==> src/rtl/am2940_pkg.sv <==
// Shared definitions for the Am2940 DMA sequencer: 2940 instruction codes and
// the sequencer state encoding.
package am2940_pkg;

  localparam logic [2:0] I_WRCR   = 3'b000;
  localparam logic [2:0] I_RDCR   = 3'b001;
  localparam logic [2:0] I_RDWC   = 3'b010;
  localparam logic [2:0] I_RDAC   = 3'b011;
  localparam logic [2:0] I_REINIT = 3'b100;
  localparam logic [2:0] I_LDAC   = 3'b101;
  localparam logic [2:0] I_LDWC   = 3'b110;
  localparam logic [2:0] I_ENCT   = 3'b111;

  typedef enum logic [2:0] {
    S_IDLE  = 3'd0,
    S_LD_CR = 3'd1,
    S_LD_AC = 3'd2,
    S_LD_WC = 3'd3,
    S_XFER  = 3'd4,
    S_DONE  = 3'd5
  } dma_state_t;

endpackage

==> src/rtl/dma_beat_counter.sv <==
// Counts accepted memory beats of one transfer; last_o flags the beat that
// completes a transfer of limit_i beats.
module dma_beat_counter #(
  parameter int AW = 8
) (
  input  logic          clk,
  input  logic          rst,
  input  logic          clr_i,
  input  logic          inc_i,
  input  logic [AW-1:0] limit_i,
  output logic          last_o
);

  logic [AW-1:0] cnt_q;
  logic [AW-1:0] cnt_d;

  // Next count: clear wins over increment
  always_comb begin
    cnt_d = cnt_q;
    if (clr_i) begin
      cnt_d = '0;
    end else if (inc_i) begin
      cnt_d = cnt_q + AW'(1);
    end else begin
      cnt_d = cnt_q;
    end
  end

  // Count register
  always_ff @(posedge clk) begin
    if (rst) begin
      cnt_q <= '0;
    end else begin
      cnt_q <= cnt_d;
    end
  end

  assign last_o = (cnt_q == (limit_i - AW'(1)));

endmodule

==> src/rtl/am2940_dma_sequencer.sv <==
// Initiator for an Am2940 address generator: programs CR/AC/WC through the
// instruction/data port, then steps both 2940 counters once per acked beat.
module am2940_dma_sequencer
  import am2940_pkg::*;
#(
  parameter int AW = 8,
  parameter int CW = 3
) (
  input  logic          clk,
  input  logic          rst,
  input  logic          start,
  input  logic [CW-1:0] mode,
  input  logic [AW-1:0] src_addr,
  input  logic [AW-1:0] word_count,
  output logic          busy,
  output logic          done,
  output logic          err,
  output logic [2:0]    instr,
  output logic [AW-1:0] data_to_2940,
  output logic          aci,
  output logic          wci,
  input  logic          wco,
  output logic          mem_req,
  input  logic          mem_ack
);

  dma_state_t    state_q, state_d;
  logic [CW-1:0] mode_q, mode_d;
  logic [AW-1:0] addr_q, addr_d;
  logic [AW-1:0] wc_q, wc_d;
  logic          err_q, err_d;
  logic          busy_q, busy_d;
  logic          done_q, done_d;
  logic          mem_req_q, mem_req_d;
  logic [2:0]    instr_q, instr_d;
  logic [AW-1:0] data_q, data_d;
  logic          accept_s;
  logic          beat_s;
  logic          last_s;

  assign accept_s = (state_q == S_IDLE) && start;
  assign beat_s   = (state_q == S_XFER) && mem_ack;

  dma_beat_counter #(
    .AW(AW)
  ) u_beat_cnt (
    .clk     (clk),
    .rst     (rst),
    .clr_i   (accept_s),
    .inc_i   (beat_s),
    .limit_i (wc_q),
    .last_o  (last_s)
  );

  // Request latch, loaded only when a start is accepted
  always_comb begin
    mode_d = mode_q;
    addr_d = addr_q;
    wc_d   = wc_q;
    if (accept_s) begin
      mode_d = mode;
      addr_d = src_addr;
      wc_d   = word_count;
    end else begin
      mode_d = mode_q;
      addr_d = addr_q;
      wc_d   = wc_q;
    end
  end

  // Sticky error: early terminal count from the 2940 while beats remain
  always_comb begin
    err_d = err_q;
    if (accept_s) begin
      err_d = 1'b0;
    end else if ((state_q == S_XFER) && wco && !last_s) begin
      err_d = 1'b1;
    end else begin
      err_d = err_q;
    end
  end

  // Next-state logic
  always_comb begin
    state_d = state_q;
    case (state_q)
      S_IDLE: begin
        if (start) state_d = S_LD_CR;
        else       state_d = S_IDLE;
      end
      S_LD_CR: state_d = S_LD_AC;
      S_LD_AC: state_d = S_LD_WC;
      S_LD_WC: begin
        if (wc_q == '0) state_d = S_DONE;
        else            state_d = S_XFER;
      end
      S_XFER: begin
        if (mem_ack && last_s) state_d = S_DONE;
        else                   state_d = S_XFER;
      end
      S_DONE:  state_d = S_IDLE;
      default: state_d = S_IDLE;
    endcase
  end

  // Moore outputs decoded from the upcoming state so they leave on flops
  always_comb begin
    instr_d   = I_RDCR;
    data_d    = '0;
    busy_d    = 1'b1;
    done_d    = 1'b0;
    mem_req_d = 1'b0;
    case (state_d)
      S_IDLE:  busy_d = 1'b0;
      S_LD_CR: begin
        instr_d = I_WRCR;
        data_d  = AW'(mode_d);
      end
      S_LD_AC: begin
        instr_d = I_LDAC;
        data_d  = addr_d;
      end
      S_LD_WC: begin
        instr_d = I_LDWC;
        data_d  = wc_d;
      end
      S_XFER: begin
        instr_d   = I_ENCT;
        mem_req_d = 1'b1;
      end
      S_DONE:  done_d = 1'b1;
      default: busy_d = 1'b0;
    endcase
  end

  // State, request latch and output registers
  always_ff @(posedge clk) begin
    if (rst) begin
      state_q   <= S_IDLE;
      mode_q    <= '0;
      addr_q    <= '0;
      wc_q      <= '0;
      err_q     <= 1'b0;
      busy_q    <= 1'b0;
      done_q    <= 1'b0;
      mem_req_q <= 1'b0;
      instr_q   <= I_RDCR;
      data_q    <= '0;
    end else begin
      state_q   <= state_d;
      mode_q    <= mode_d;
      addr_q    <= addr_d;
      wc_q      <= wc_d;
      err_q     <= err_d;
      busy_q    <= busy_d;
      done_q    <= done_d;
      mem_req_q <= mem_req_d;
      instr_q   <= instr_d;
      data_q    <= data_d;
    end
  end

  // Carry-ins are combinational on the ack so each accepted beat steps the 2940 once
  assign aci = ~beat_s;
  assign wci = ~beat_s;

  assign busy         = busy_q;
  assign done         = done_q;
  assign err          = err_q;
  assign mem_req      = mem_req_q;
  assign instr        = instr_q;
  assign data_to_2940 = data_q;

endmodule

==> config.mk <==
export PLATFORM = sky130hd
export DESIGN_NAME = am2940_dma_sequencer
export DESIGN_NICKNAME = d
export VERILOG_FILES = /design/src/rtl/am2940_pkg.sv /design/src/rtl/dma_beat_counter.sv /design/src/rtl/am2940_dma_sequencer.sv
export SDC_FILE = /design/constraint.sdc
export NUM_CORES = 1
export LEC_CHECK = 0
export CAP_MARGIN = 5
export CORE_MARGIN = 4
export CORE_UTILIZATION = 49
export CTS_CLUSTER_SIZE = 14
export DETAILED_ROUTE_END_ITERATION = 7
export GPL_ROUTABILITY_DRIVEN = 0
export PLACE_DENSITY_LB_ADDON = 0.12
export SYNTH_ARGS = -nofsm -noshare
export SYNTH_HDL_FRONTEND = slang
export SYNTH_SLANG_ARGS = --single-unit
==> constraint.sdc <==
create_clock -name clk -period 2.27 [get_ports clk]
set_input_delay 0.5675 -clock clk [delete_from_list [all_inputs] [get_ports clk]]
set_output_delay 0.5675 -clock clk [all_outputs]
set_load 0.005 [all_outputs]
; Yosys cells after proc, flatten, opt, wreduce, memory -nomap -nowiden
; Cells that the tools add are included.
; W data, S select, Z words.
[totals]
wordCells = 46
in_bits = 24
output_inout_bits = 17
ff_bits = 45
[classes]
n_mux = 12
reduce_logical = 10
eq_ne = 10
bitwise = 1
n_addsub = 2
[op_table]
columns = cell, n
row1 = $pmux W8 S3, 1
row2 = $mux W8, 2
row3 = $pmux W3 S5, 1
row4 = $eq A3 B2 Y1 const B, 4
row5 = $pmux W3 S4, 1
row6 = $eq A3 B3 Y1 const B, 3
row7 = $add A8 B1 Y8 const B, 1
row8 = $eq A8 B8 Y1, 1
row9 = $logic_not A8 Y1, 1
row10 = $sub A8 B1 Y8 const B, 1
row11 = $eq A3 B1 Y1 const B, 2
row12 = $mux W1, 6
row13 = $logic_and A1 B1 Y1, 5
row14 = $reduce_or A5 Y1, 1
row15 = $logic_not A3 Y1, 1
row16 = $mux W3, 1
row17 = $reduce_or A2 Y1, 1
row18 = $logic_not A1 Y1, 1
row19 = $not A1 Y1, 1

; Logic depth before layout (Yosys ltp)
; Gate-level depths: netlist (run 1).
[depth]
ltp_word = 8
ltp_mapped = 9
depth_no_buf = 8

; Modules after synthesis
; From an unflattened synthesis (run 1), not the netlist that was laid out.
[unflattened]
hier_cells = 236
area_unflattened_um2 = 1975.6
[modules_own_cells]
columns = mod, cells_per_inst, area_each_um2, seq_area_each_um2, n_inst
row1 = am2940_dma_sequencer, 165, 1387.6, 680.7, 1
row2 = dma_beat_counter, 71, 588.1, 160.2, 1

; Worst setup path before layout (run 1)
; OpenSTA, ideal clock, no wires.
[synth_path]
kind = flip-flop to flip-flop
startpoint = register wc_q[0]
endpoint = register data_q[3], in the netlist data_to_2940[3]
setup_slack_ns = 0.217
stages_incl_launch_ff = 10
t_arrival_ns = 1.966
period_less_slack_ns = 2.053
required_time_ns = 2.183
setup_ns = 0.087
path_buffers = 1
cell_sequence = dfxtp_1 inv_1 ha_1 or4b_1 o21ai_1 a22oi_1 or2_1 clkbuf_1 or3_1 o31ai_1
[synth_between]
elab_chain_cells = 7
word_cells_on_any_way = 11
classes_between = add/sub: 1 / eq/ne: 4 / mux: 4 / reduce/logical: 2
[synth_lines]
columns = element, line
row1 = start: declaration, am2940_dma_sequencer.sv:30  ; logic [AW-1:0] wc_q, wc_d;
row2 = start signal: assignment, am2940_dma_sequencer.sv:153  ; wc_q <= wc_d;
row3 = $sub A8 B1 Y8, dma_beat_counter.sv:38  ; assign last_o = (cnt_q == (limit_i - AW'(1)));
row4 = $eq A8 B8 Y1, dma_beat_counter.sv:38
row5 = $logic_and A1 B1 Y1, am2940_dma_sequencer.sv:98  ; if (mem_ack && last_s) state_d = S_DONE;
row6 = $mux W1, am2940_dma_sequencer.sv:98
row7 = $pmux W3 S5 *, am2940_dma_sequencer.sv:86  ; case (state_q)
row8 = $eq A3 B2 Y1 or $eq A3 B1 Y1 (tied branches), am2940_dma_sequencer.sv:113  ; case (state_d)
row9 = $pmux W8 S3 *, am2940_dma_sequencer.sv:113
row10 = end signal: assignment, am2940_dma_sequencer.sv:159  ; data_q <= data_d;
row11 = end: declaration, am2940_dma_sequencer.sv:36  ; logic [AW-1:0] data_q, data_d;
; Every way passes the cells marked *; elsewhere a longest branch is shown, timed or not.
; A chain may end at the register's enable or synchronous reset.

; Worst setup path after layout (run 1)
[layout_path]
startpoint = input port mem_ack
endpoint = output port aci
[layout_between]
elab_chain_cells = 2
[layout_lines]
columns = element, line
row1 = start: declaration, am2940_dma_sequencer.sv:24  ; input logic mem_ack
row2 = $logic_and A1 B1 Y1, am2940_dma_sequencer.sv:42  ; assign beat_s = (state_q == S_XFER) && mem_ack;
row3 = $not A1 Y1, am2940_dma_sequencer.sv:164  ; assign aci = ~beat_s;
row4 = end: declaration, am2940_dma_sequencer.sv:20  ; output logic aci,
; No other way between the ends.

==> results of run 1 <==
-- registers in the layout, indices dropped and copies added, names as in the netlist --
| name | count |
|---|---|
| wc_q | 8 |
| data_to_2940 | 8 |
| state_q | 3 |
| done | 1 |
| err | 1 |
| addr_q | 8 |
| instr | 3 |
| mem_req | 1 |
| busy | 1 |
| u_beat_cnt.cnt_q | 8 |
-- synth_stat cells (all sizes together) (2+ instances only) --
master	count	area (µm²)
xor2	8	70.1
mux2i	15	150
a22o	3	26.3
nand2	5	18.8
buf	4	22.5
xnor2	8	70.1
dfxtp	42	841
a21oi	9	45.0
clkbuf	10	37.5
o31ai	7	52.6
or2	2	12.5
ha	3	37.5
o21ai	9	45.0
or3	7	43.8
o211ai	2	15.0
inv	8	30.0
nor3b	2	15.0
nor3	7	35.0
nor2	37	141
nand3	2	10.0
-- worst max-delay path, delay by kind of cell --
family | cells | cell delay (ns)
buffers and inverters | 3 | 0.86
and+or+nand+nor | 1 | 0.22
-- logic make-up (layout without fill, tap and decap cells) --
logic type                 count (synthesis)  after routing
muxes                                     15             15
xor gates and xnor gates                  16             16
and+or+nand+nor                           73             73
AOI/OAI and AO/OA                         37             37
adders and majority gates                  3              3
DFF                                       42             42
buffers and inverters                     22             73
-- timing repair --
item,CTS,global route
gates resized for setup,4,2
cloned,0,0
setup buffers,1,2
endpoints found under the hold margin,0,0
setup endpoints to repair,2,11
-- worst min-delay path by stage --
stage / from / to / slack (ns) / cells after the start
after floorplan: err / err / 0.44 / 2
after global placement: err / err / 0.44 / 2
after detailed placement: err / err / 0.45 / 2
after CTS: err / err / 0.46 / 2
after global routing: err / err / 0.51 / 2
final: err / err / 0.46 / 2
-- per-stage QoR --
stage / hold WS [ns] / instance area, µm² / utilization
2_1_floorplan: 0.442 / 1880 / -
3_3_place_gp: 0.437 / 2390 / 0.648
3_5_place_dp: 0.449 / 2390 / 0.648
4_1_cts: 0.461 / 2500 / 0.678
5_1_grt: 0.509 / 2520 / 0.684
6_report: 0.465 / 2520 / 0.684
-- cells in the final DEF, fill, tap and decap left out, types with 2 or more instances in the layout --
cell type,count
inv_1,8
o211ai_1,2
clkdlybuf4s50_1,38
a22o_1,3
a21oi_1,9
mux2i_1,15
xnor2_1,8
clkbuf_8,5
nand3_1,2
nand2_1,5
xor2_1,8
buf_4,17
or3_1,7
o31ai_1,7
dfxtp_1,42
nor3_1,7
ha_1,3
dlygate4sd2_1,2
nor2_1,36
o21ai_0,8
-- power breakdown --
group / switching (mW) / internal (mW) / leakage, nW / total (mW)
logic: 0.222 / 0.244 / 0.606 / 0.466
registers: 0.0356 / 0.796 / 0.343 / 0.831
clock network: 0.257 / 0.216 / 0.0441 / 0.473
-- layer usage --
layer,part of all wire,track usage
met5,0,0
met2,0.47,0.279
met3,0.040,0.0403
met1,0.48,0.210
met4,0.011,0.0553
-- cell type report --
| type | instances | area (µm²) | area share |
|---|---|---|---|
| Tap cell | 48 | 60.1 | 0.0238 |
| Timing Repair Buffer | 57 | 526 | 0.208 |
| Multi-Input combinational cell | 144 | 976 | 0.387 |
| Inverter | 8 | 30.0 | 0.0119 |
| Clock inverter | 3 | 21.3 | 0.00843 |
| Sequential cell | 42 | 841 | 0.333 |
| Clock buffer | 5 | 68.8 | 0.0273 |
==> flow_metrics.py, run 1 <==
metrics = {
    "yosys": {
        "synthesis.instances": 208,
        "synth_area_um2": 1880,
        "yosys_warnings": 0,
        "ys_ff_latch": 42,
        "synth_top_family_by_area": "simple AND/OR/NAND/NOR gates",
        "synthXorXnorAreaFrac": 0.0747,
        "synthDistinctLibCells": 42,
        "ys_seq_area_frac": 0.448,
        "synth-simple-area-share": 0.197,
        "synth-main-ff-cell": "dfxtp_1",
        "synthesis.nets": 235,
        "async_reset_ff_frac": 0,
        "synthMuxAreaShare": 0.0801,
        "synth-edff-count": 0,
        "syn_avg_cell_area_um2": 9.02,
        "synthAdderAreaFrac": 0.0200,
        "synth_compound_area_frac": 0.131,
    },
    "clock_tree": {
        "htreeDepth": 2,
        "cts_buffers": 5,
        "cts_hold_buf": 0,
        "clock_latency_ns": 0.29,
        "clock_path_buffers": 2,
        "path_clk_slew_ns": 0.07,
        "cts-root-buf": "clkbuf_8",
        "cts.sinks": 42,
        "cts_tree": "done",
    },
    "timing": {
        "hold_viol": 0,
        "finalSetupViolations": 0,
        "timing.fmax_ghz": 0.453,
        "post-route-period-util": 0.973,
        "max-slew-margin-rel": 0.746,
        "tightest_slew_ns": 0.381,
        "finClkSkew_ns": 0.00956,
        "worst_slack_ns": 0.0609,
        "tns_ns": 0,
        "min_period_ns": 2.21,
        "report.final.slew_viol_count": 0,
    },
    "power": {
        "p_leak_nw": 0.992,
        "p_per_area_nw_per_um2": 702,
        "finalPower_mw": 1.77,
        "ir_drop_v": 0.000444,
    },
    "placement": {
        "hpwl_mm": 2.97,
        "pre_cts_slack_ns": -0.242,
        "portBuffers": 40,
        "dpl.cell_count": 296,
    },
    "floorplan": {
        "start_util": 0.508,
        "die_y_um": 69.9,
        "coreArea_um2": 3690,
        "die_x_um": 69.9,
        "num_io_pins": 41,
        "dieArea_um2": 4880,
        "rows": 22,
    },
    "cells_and_area": {
        "drive_gt1_frac": 0.127,
        "antenna-diode-count": 0,
        "area_delta_synth_final_pct": 34.5,
        "nNetsFinal": 285,
        "nFillCells": 317,
        "finalNonFillerCells": 307,
    },
    "critical_path": {
        "crit_type": "in -> out",
        "rr_worst_depth": 6,
        "critPathLaunch": "mem_ack",
        "r2r_start": "wc_q[2]",
        "cp-end-kind": "primary output",
        "start_kind": "primary input",
        "worst-r2r-setup-slack_ns": 0.13,
        "r2r_end": "instr[2]",
        "cp.arrival_ns": 1.64,
        "cp-endpoint": "aci",
        "cp_slowest_cell": "clkdlybuf4s50_1",
        "crit_chain": "clkdlybuf4s50_1 > nor4bb_4 > inv_1 > dlygate4sd2_1",
        "slowest_delay_ns": 0.49,
        "cp_max_fo": 3,
        "cp.required_ns": 1.70,
    },
    "global_route": {
        "grt_start_max_net_pins": 25,
        "grt.total_usage": 0.167,
        "grt_overflow": 0,
        "grt_pass1_wl_mm": 6.67,
        "antenna_found_initial": 0,
        "grt_pass1_vias": 1521,
    },
    "routing": {
        "antenna_left": 0,
        "vias": 1562,
        "wl_per_cell_um": 12.8,
        "vias_per_cell": 5.09,
        "dr.pass1.iters": 4,
        "drc": 0,
        "routed_wl_mm": 3.92,
        "drtIter0Drc": 69,
    },
    "run": {
        "cap_violations": 0,
    },
    "status": {
        "outcome": "complete, no violations",
    },
    "hold_path": {
        "hold_path.class": "reg -> reg",
    },
}
Note: power is estimated with default switching activity, not from simulation.
==> inputs of run 2 (changes only) <==
--- a/config.mk
+++ b/config.mk
@@ -11,6 +11,7 @@
 export CTS_CLUSTER_SIZE = 14
 export DETAILED_ROUTE_END_ITERATION = 7
 export GPL_ROUTABILITY_DRIVEN = 0
+export MAX_ROUTING_LAYER = met4
 export PLACE_DENSITY_LB_ADDON = 0.12
 export SYNTH_ARGS = -nofsm -noshare
 export SYNTH_HDL_FRONTEND = slang
==> run 2 against run 1 <==
Net effect: clock skew about the same; wire length decreased by 0.46%; non-clock buffer count unchanged; via count decreased by 0.26%; utilization unchanged; maximum frequency about the same; global-route usage increased by 0.49 points; total power about the same; register-to-register slack about the same; first-iteration DRC count decreased by 5.8%; critical path type unchanged; largest power group unchanged; highest routed layer unchanged.
==> flow_metrics.py, run 2 (same netlist as run 1, synthesis figures left out) <==
metrics = {
    "floorplan": {
        "start_util": 0.508,
        "num_io_pins": 41,
        "die_x_um": 69.9,
        "coreArea_um2": 3690,
        "rows": 22,
        "die_y_um": 69.9,
        "dieArea_um2": 4880,
    },
    "global_route": {
        "antenna_found_initial": 0,
        "grt_start_max_net_pins": 25,
        "grt.total_usage": 0.172,
        "grt_overflow": 0,
        "grt_pass1_wl_mm": 6.68,
        "grt_pass1_vias": 1524,
    },
    "clock_tree": {
        "clock_latency_ns": 0.29,
        "cts_tree": "done",
        "htreeDepth": 2,
        "path_clk_slew_ns": 0.07,
        "cts.sinks": 42,
        "cts_hold_buf": 0,
        "cts-root-buf": "clkbuf_8",
        "cts_buffers": 5,
        "clock_path_buffers": 2,
    },
    "critical_path": {
        "crit_type": "in -> out",
        "r2r_end": "instr[2]",
        "worst-r2r-setup-slack_ns": 0.13,
        "cp_max_fo": 3,
        "cp-end-kind": "primary output",
        "r2r_start": "wc_q[2]",
        "cp.required_ns": 1.70,
        "cp.arrival_ns": 1.64,
        "rr_worst_depth": 6,
        "start_kind": "primary input",
    },
    "power": {
        "power_frac_seq": 0.470,
        "p_leak_nw": 0.992,
        "intPower_mw": 1.26,
        "p_sw_uw": 514,
        "p_per_area_nw_per_um2": 701,
        "sw_frac_of_total": 0.290,
        "ir_drop_v": 0.000445,
        "power_frac_comb": 0.263,
        "p_clk_frac": 0.267,
    },
    "cells_and_area": {
        "fin_area_um2": 2520,
        "postLayoutCoreUtil": 0.684,
        "layout_common_cells": "42 x dfxtp_1, 38 x clkdlybuf4s50_1, 36 x nor2_1",
        "drive_gt1_frac": 0.127,
        "layout_commonest_cell": "dfxtp_1",
        "nNetsFinal": 285,
        "area_delta_synth_final_pct": 34.5,
        "antenna-diode-count": 0,
    },
    "timing": {
        "worst_slack_ns": 0.0605,
        "hold_viol": 0,
        "max-slew-margin-rel": 0.751,
        "post-route-period-util": 0.973,
        "finalSetupViolations": 0,
        "min_period_ns": 2.21,
        "finClkSkew_ns": 0.00907,
        "report.final.slew_viol_count": 0,
        "tns_ns": 0,
        "timing.fmax_ghz": 0.453,
        "tightest_slew_ns": 0.373,
    },
    "run": {
        "cap_violations": 0,
    },
    "placement": {
        "portBuffers": 40,
        "post_dp_cell_area_um2": 2390,
        "hpwl_mm": 2.97,
        "pre_cts_slack_ns": -0.242,
    },
    "routing": {
        "vias_per_cell": 5.07,
        "drc": 0,
        "drtIter0Drc": 65,
        "wl_per_cell_um": 12.7,
        "routed_wl_mm": 3.90,
        "dr.pass1.iters": 4,
        "antenna_left": 0,
        "vias": 1558,
    },
    "status": {
        "outcome": "complete, no violations",
    },
    "hold_path": {
        "hold_depth": 2,
        "hold_path.class": "reg -> reg",
        "min_from": "err",
        "whs_endpoint": "err",
    },
}
run 2: through the flow:
step	cells	total power, mW	hold slack [ns]
5_1_grt	307	1.87	0.509
3_5_place_dp	296	1.30	0.449
6_report	307	1.77	0.464
3_3_place_gp	296	1.30	0.437
2_1_floorplan	208	1.12	0.442
4_1_cts	305	1.77	0.461
run 2: power groups by stage:
stage          logic (mW)  clock network (mW)  registers, mW
2_1_floorplan       0.280                   0          0.839
4_1_cts             0.461               0.478          0.831
6_report            0.465               0.473          0.831
3_3_place_gp        0.452                   0          0.843
3_5_place_dp        0.457                   0          0.845
5_1_grt             0.519               0.510          0.839
run 2: repair_timing:
action / 4_1_cts / 5_1_grt
buffers inserted: 1 / 2
gates resized for setup: 4 / 2
setup endpoints to repair: 2 / 11
run 2: layout make-up:
type,count,area [µm²]
Inverter,8,30.0
Clock buffer,5,68.8
Sequential cell,42,841
Timing Repair Buffer,57,526
Clock inverter,3,21.3
Fill cell,317,1170
Tap cell,48,60.1
Multi-Input combinational cell,144,976
run 2: worst max-delay path by stage:
stage / from / end / slack [ns] / cells after the start
floorplan: wc_q[0] / data_to_2940[3] / 0.22 / 9
global placement: mem_ack / aci / -0.23 / 4
detailed placement: mem_ack / wci / -0.24 / 4
CTS: mem_ack / wci / 0.07 / 4
global route: mem_ack / aci / -0.009 / 4
finish: mem_ack / aci / 0.06 / 4
run 2: critical path, cell delays in order:
cell and delay (ns):
clkdlybuf4s50_1 0.49, nor4bb_4 0.22, inv_1 0.10, dlygate4sd2_1 0.27
run 2: metal layers:
layer  up-vias  routed length (µm)  global-route usage
li1        817                   -                   -
met1       700                1870               0.211
met2        35                1830               0.279
met3         6                 154              0.0403
met4         0                  43              0.0553
met5         -                   0                   -
